### src/rtl/mem_port_arbiter.sv
// Two-port arbiter sharing one single-port synchronous RAM: IF fetch (port 0) and MEM load/store (port 1).
// Optional MEM_ARB_ROUND_ROBIN_EN: alternate winner on conflicts; default is fixed MEM>IF priority.
module mem_port_arbiter #(
  parameter int ADDR_W  = 64,
  parameter int DATA_W  = 64,
  parameter int MEM_LAT = 2    // 1..15
) (
  input  logic              clk,
  input  logic              reset,
  input  logic              if_req,
  input  logic [ADDR_W-1:0] if_addr,
  output logic              if_gnt,
  output logic              if_rvalid,
  output logic [DATA_W-1:0] if_rdata,
  input  logic              mem_req,
  input  logic              mem_we,
  input  logic [ADDR_W-1:0] mem_addr,
  input  logic [DATA_W-1:0] mem_wdata,
  output logic              mem_gnt,
  output logic              mem_rvalid,
  output logic [DATA_W-1:0] mem_rdata,
  output logic              ram_en,
  output logic              ram_we,
  output logic [ADDR_W-1:0] ram_addr,
  output logic [DATA_W-1:0] ram_wdata,
  input  logic [DATA_W-1:0] ram_rdata,
  output logic              busy
);

  typedef enum logic {IDLE, WAIT} state_t;

  localparam logic [3:0] LAT = 4'(MEM_LAT);

  state_t     state, state_next;
  logic [3:0] cnt, cnt_next;
  logic       owner, owner_next;   // 0 = IF, 1 = MEM
  logic       store, store_next;
  logic       armed;               // holds off arbitration in the first cycle after reset release
  logic       done, can_issue, pick_mem;
`ifdef MEM_ARB_ROUND_ROBIN_EN
  logic       last_grant, last_grant_next;
`endif

  always_ff @(posedge clk or negedge reset) begin
    if (!reset) begin
      state      <= IDLE;
      cnt        <= '0;
      owner      <= 1'b0;
      store      <= 1'b0;
      armed      <= 1'b0;
`ifdef MEM_ARB_ROUND_ROBIN_EN
      last_grant <= 1'b0;
`endif
    end else begin
      state      <= state_next;
      cnt        <= cnt_next;
      owner      <= owner_next;
      store      <= store_next;
      armed      <= 1'b1;
`ifdef MEM_ARB_ROUND_ROBIN_EN
      last_grant <= last_grant_next;
`endif
    end
  end

  always_comb begin
    state_next = state;
    cnt_next   = cnt;
    owner_next = owner;
    store_next = store;
`ifdef MEM_ARB_ROUND_ROBIN_EN
    last_grant_next = last_grant;
`endif
    if_gnt     = 1'b0;
    mem_gnt    = 1'b0;
    if_rvalid  = 1'b0;
    mem_rvalid = 1'b0;
    if_rdata   = '0;
    mem_rdata  = '0;
    ram_en     = 1'b0;
    ram_we     = 1'b0;
    ram_addr   = '0;
    ram_wdata  = '0;

    done = (state == WAIT) && (cnt == 4'd1);
    busy = (state == WAIT);

    if (state == WAIT) begin
      if (done) begin
        state_next = IDLE;
        cnt_next   = '0;
      end else begin
        cnt_next = cnt - 4'd1;
      end
    end

    if_rvalid  = done && !owner;
    mem_rvalid = done && owner;
    if (if_rvalid)
      if_rdata = ram_rdata;
    if (mem_rvalid && !store)
      mem_rdata = ram_rdata;

    // The completion cycle doubles as an arbitration cycle for back-to-back issue.
    can_issue = armed && ((state == IDLE) || done);
`ifdef MEM_ARB_ROUND_ROBIN_EN
    pick_mem = mem_req && (!if_req || !last_grant);
`else
    pick_mem = mem_req;
`endif

    if (can_issue && (if_req || mem_req)) begin
      state_next = WAIT;
      cnt_next   = LAT;
      owner_next = pick_mem;
      store_next = pick_mem && mem_we;
      ram_en     = 1'b1;
`ifdef MEM_ARB_ROUND_ROBIN_EN
      last_grant_next = pick_mem;
`endif
      if (pick_mem) begin
        mem_gnt   = 1'b1;
        ram_we    = mem_we;
        ram_addr  = mem_addr;
        ram_wdata = mem_wdata;
      end else begin
        if_gnt   = 1'b1;
        ram_addr = if_addr;
      end
    end
  end

endmodule

### config.mk
export PLATFORM = sky130hd
export DESIGN_NAME = mem_port_arbiter
export DESIGN_NICKNAME = d
export VERILOG_FILES = /design/src/rtl/mem_port_arbiter.sv
export SDC_FILE = /design/constraint.sdc
export NUM_CORES = 1
export LEC_CHECK = 0
export ABC_CLOCK_PERIOD_IN_PS = 2200
export CORE_AREA = 2 2 201 203
export CTS_CLUSTER_DIAMETER = 40
export DETAILED_ROUTE_END_ITERATION = 16
export DIE_AREA = 0 0 203 205
export SLEW_MARGIN = 20
export SYNTH_ARGS = -nofsm -noshare
export SYNTH_HDL_FRONTEND = slang
export SYNTH_SLANG_ARGS = --single-unit
### constraint.sdc
create_clock -name clk -period 2.2 [get_ports clk]
set_input_delay 0.44 -clock clk [delete_from_list [all_inputs] [get_ports clk]]
set_output_delay 0.44 -clock clk [all_outputs]
set_load 0.02 [all_outputs]
After elaboration in Yosys (flattened, before gate mapping)
Index checks and enable logic that the tools add are counted.
{"block": "word_totals", "reg_bits": 8, "out_inout_bits": 263, "wordCells": 39}
{"block": "op_classes", "n_addsub": 1, "n_eq_ne": 1, "mux": 19, "bitwise": 1, "reduce_logical": 12}
{"op": "64-bit two-way mux", "n": 6}
{"op": "4-bit two-way mux", "n": 3}
{"op": "1-bit two-way mux", "n": 10}
{"op": "1-bit logical AND", "n": 7}
{"op": "4-bit by 1-bit equality test with 1-bit output (second input constant)", "n": 1}
{"op": "4-bit by 1-bit subtractor with 4-bit output (second input constant)", "n": 1}
{"op": "1-bit zero test", "n": 2}
{"op": "1-bit logical OR", "n": 2}
{"op": "2-bit nonzero test", "n": 1}
{"op": "1-bit inverter", "n": 1}

Depth between registers and ports, before layout
{"block": "depth", "ltp_word": 6, "mapped_depth": 8, "depth_no_buf": 5}

Worst setup path before layout
Ideal clock, no wire load.
{"block": "synth_timing", "kind": "reg2out", "start": "register cnt[1]", "end": "output port ram_addr[55]", "arrival_time_ns": 1.843, "required_ns": 1.760, "setup_slack_ns": -0.083, "path_stages_with_launch": 9, "path_buffers": 3, "cell_sequence": "dfrtp_1 inv_1 ha_1 or3b_4 a21o_1 buf_6 buf_6 buf_6 nor2_1"}
{"block": "synth_between", "elab_chain_cells": 6}
{"element": "from (decl)", "line_no": "35", "text": "logic [3:0] cnt, cnt_next;"}
{"element": "from (signal assigned)", "line_no": "56", "text": "cnt <= cnt_next;"}
{"element": "4-bit by 1-bit equality test with 1-bit output", "line_no": "85", "text": "done = (state == WAIT) && (cnt == 4'd1);"}
{"element": "1-bit logical AND", "line_no": "85"}
{"element": "1-bit logical OR", "line_no": "105", "text": "can_issue = armed && ((state == IDLE) || done);"}
{"element": "1-bit logical AND", "line_no": "105"}
{"element": "1-bit logical AND", "line_no": "112", "text": "if (can_issue && (if_req || mem_req)) begin"}
{"element": "64-bit two-way mux", "line_no": "112"}
{"element": "to (decl)", "line_no": "24", "text": "output logic [ADDR_W-1:0] ram_addr,"}
No other way between the ends.

Worst setup path in the final report
{"block": "layout_timing", "start": "register cnt[0]", "end": "output port if_rdata[24]"}
{"block": "layout_between", "elab_chain_cells": 4}
{"element": "4-bit by 1-bit equality test with 1-bit output", "line_no": "85"}
{"element": "1-bit logical AND", "line_no": "85"}
{"element": "1-bit logical AND", "line_no": "97", "text": "if_rvalid = done && !owner;"}
{"element": "64-bit two-way mux", "line_no": "99", "text": "if (if_rvalid)"}
{"element": "to (decl)", "line_no": "14", "text": "output logic [DATA_W-1:0] if_rdata,"}
No other way between the ends.

==> flow_metrics.tcl <==
set metrics [dict create \
    die_h_um 205 \
    core_sq_mm 0.03937 \
    worstSetupPathType "reg2out" \
    netlist-cell-type-count 26 \
    routed-via-count 5038 \
    maximum_number_of_pins_on_one_net_before_global_route_repair 66 \
    post-route-worst-setup-slack_ns -0.4920 \
    ctsHtreeMaxLevel 1 \
    async_reset_ff_share_pct 100.0 \
    dp_hpwl_mm 16.01 \
    drv_cap 0 \
    postCtsHoldBufs 0 \
    r2r_cells 8 \
    postSynthCellCount 399 \
    detail_route.drc_violations 0 \
    layout.cells.most_common "sky130_fd_sc_hd__clkdlybuf4s50_1" \
    timing.hold.ws_ns 0.5066 \
    post_synth_xor_xnor_area_pct 0 \
    die_wd_um 203 \
    timing_max_transition_violations_final 0 \
    vdd.ir_drop.worst_mv 0.2493 \
    power_per_cell_area_mw_per_mm2 553.6 \
    combinational_family_with_the_most_area_after_synthesis "simple AND/OR/NAND/NOR gates" \
    rows 73 \
    holdCritPathClass "in2async" \
    crit_path_max_fanout 5 \
    finalNetCount 1264 \
    crit_path_capture "if_rdata[24]" \
    status "finished with violations" \
    power_leakage_nw 4.740 \
    cts_tree "yes" \
    worst_skew_pair.late_latency_ns 0.23 \
    regToRegSetupSlack_ns 0.20 \
    critical_path.startpoint_type "flip-flop" \
    drtAntennaViolNets 0 \
    finalClockSkew_ns 0.0007582 \
    root_buffer "sky130_fd_sc_hd__clkbuf_16" \
    synth_simple_gate_area_share_pct 56.52 \
    synth-edff-count 0 \
    utilization_pct 25.81 \
    critical_path_required_ns 1.76 \
    setup_viol 260 \
    grt_setup_unrepaired "yes" \
    synthesis.nets 662 \
    via_per_inst 3.306 \
    starting_density_pct 6.827 \
    crit-reg2reg-launch "cnt[1]" \
    synth_flop_cell "sky130_fd_sc_hd__dfrtp_1" \
    synth.ff_latch_count 8 \
    grt_pass1_wl_mm 25.23 \
    place_inst 1447 \
    dr_pass1_iterations 4 \
    place.gp.congestion 0.8107 \
    synth_sequential_area_ratio_pct 7.449 \
    critPathArrivalTime_ns 2.25 \
    detail_route.wl_per_cell_um 14.30 \
    max_freq_mhz 371.5 \
    first_global_vias 4671 \
    final_cell_count_no_fill 1524 \
    antenna_found_initial 1 \
    fp.dieArea_sq_mm 0.04162 \
    final.min_clock_period_ns 2.692 \
    post_synth_fa_ha_maj_area_fraction_pct 0.9311 \
    cts.sink_count 8 \
    port_buffers 523 \
    crit_start "cnt[0]" \
    drive_above_1_share_pct 52.65 \
    cts_inserted_buffers 3 \
    reg2reg_to "owner" \
    grt_remaining_overflow 0 \
    drtIter0Drc 151 \
    post_synth.cell_area_avg_sq_um 6.736 \
    fin_setup_tns_ns -70.10 \
    pin_count 524 \
    synth-compound-area-share_pct 3.259 \
    routed_wirelength_mm 21.80 \
    syn-cell-area_sq_mm 0.002688 \
    grt.total_usage_pct 7.638 \
    clkSlewWorstSetupHoldPaths_ns 0.04 \
    mostFrequentLayoutCells "sky130_fd_sc_hd__clkdlybuf4s50_1, sky130_fd_sc_hd__buf_6, sky130_fd_sc_hd__buf_4" \
    area_growth_syn_to_layout_pct 278.1 \
    diodes 0 \
    yosys_warnings 0 \
    violated_checks "setup timing" \
    hold_viol_final 0 \
    endpoint_kind "primary output" \
    min_period_over_period_pct 122.4 \
    post_synth_mux_area_share_pct 24.58 \
    cts_buffer_depth 2 \
]
[routing by layer]
| metal | global-route usage, % | share of wire (%) | up-vias |
|---|---|---|---|
| met2 | 15.53 | 54 | 302 |
| met4 | 2.972 | 3.5 | 0 |
| li1 | - | - | 2460 |
| met1 | 7.607 | 35 | 2247 |
| met5 | 0 | 0 | - |
| met3 | 1.289 | 7.5 | 29 |
[Yosys cell counts (all sizes together), types with 3 or more instances]
master,count,share of area [%]
and2,192,45
nor2,67,9.4
mux2i,66,25
clkbuf,26,3.9
buf,10,2.6
dfrtp,8,7.4
inv,5,0.70
nand2,4,0.56
a21o,3,0.84
[state kept, by name (all words and copies together), names as in the netlist]
signal,flops
cnt,4
owner,1
store,1
busy,1
armed,1
[cells by family (layout without fill, tap and decap cells)]
family	Yosys count	in the layout
and+or+nand+nor	269	269
muxes	66	66
buffers and inverters	41	641
AOI/OAI and AO/OA	12	12
DFF	8	8
adders and majority gates	2	2
other	1	1
[timing repair]
item                       in CTS  in global routing
gates resized for setup       386               1039
gates cloned                    0                 13
setup buffers                   0                 62
hold endpoints to repair        0                  0
pin swaps                       0                 38
setup endpoints to repair     261                261
[worst min-delay path by stage]
stage	start	to	cells past startpoint
floorplan	reset	armed	0
global placement	store	store	1
detailed placement	store	store	1
CTS	reset	cnt[2]	1
global route	reset	cnt[2]	1
finish	reset	cnt[2]	1
[critical path, cell delays in order (launching register included)]
cell and delay, ns:
sky130_fd_sc_hd__dfrtp_1 0.40, sky130_fd_sc_hd__ha_4 0.18, sky130_fd_sc_hd__buf_6 0.10, sky130_fd_sc_hd__nand4bb_1 0.10
sky130_fd_sc_hd__buf_6 0.13, sky130_fd_sc_hd__nor2_4 0.04, sky130_fd_sc_hd__buf_12 0.13, sky130_fd_sc_hd__buf_6 0.11
sky130_fd_sc_hd__buf_12 0.13, sky130_fd_sc_hd__buf_6 0.11, sky130_fd_sc_hd__buf_6 0.10, sky130_fd_sc_hd__buf_6 0.10
sky130_fd_sc_hd__buf_6 0.10, sky130_fd_sc_hd__and2_4 0.14, sky130_fd_sc_hd__buf_6 0.12
[final cells by class]
cell class	count	area [sq um]
clock buffer	3	75.07
timing repair buffer	633	6434
sequential	8	200.2
tap	525	656.9
fill	4222	29200
inverter	5	18.77
multi-input combinational	350	2778
[per-stage QoR]
| step | instance area, sq um | setup WS, ns | power, mW |
|---|---|---|---|
| floorplan | 2725 | -0.08284 | 1.999 |
| global route | 10160 | -0.5865 | 5.927 |
| global placement | 8845 | -0.5373 | 4.115 |
| detailed placement | 8845 | -0.5537 | 4.128 |
| finish | 10160 | -0.4920 | 5.626 |
| CTS | 8900 | -0.6913 | 4.419 |
[report_power, final]
part,leakage [nW],switching (mW),internal [mW]
Clock,0.0370,0.0694,0.234
Sequential,0.0951,0.0497,0.215
Combinational,4.61,2.25,2.81
Total,4.74,2.36,3.26
Power figures use the tool's default switching activity.
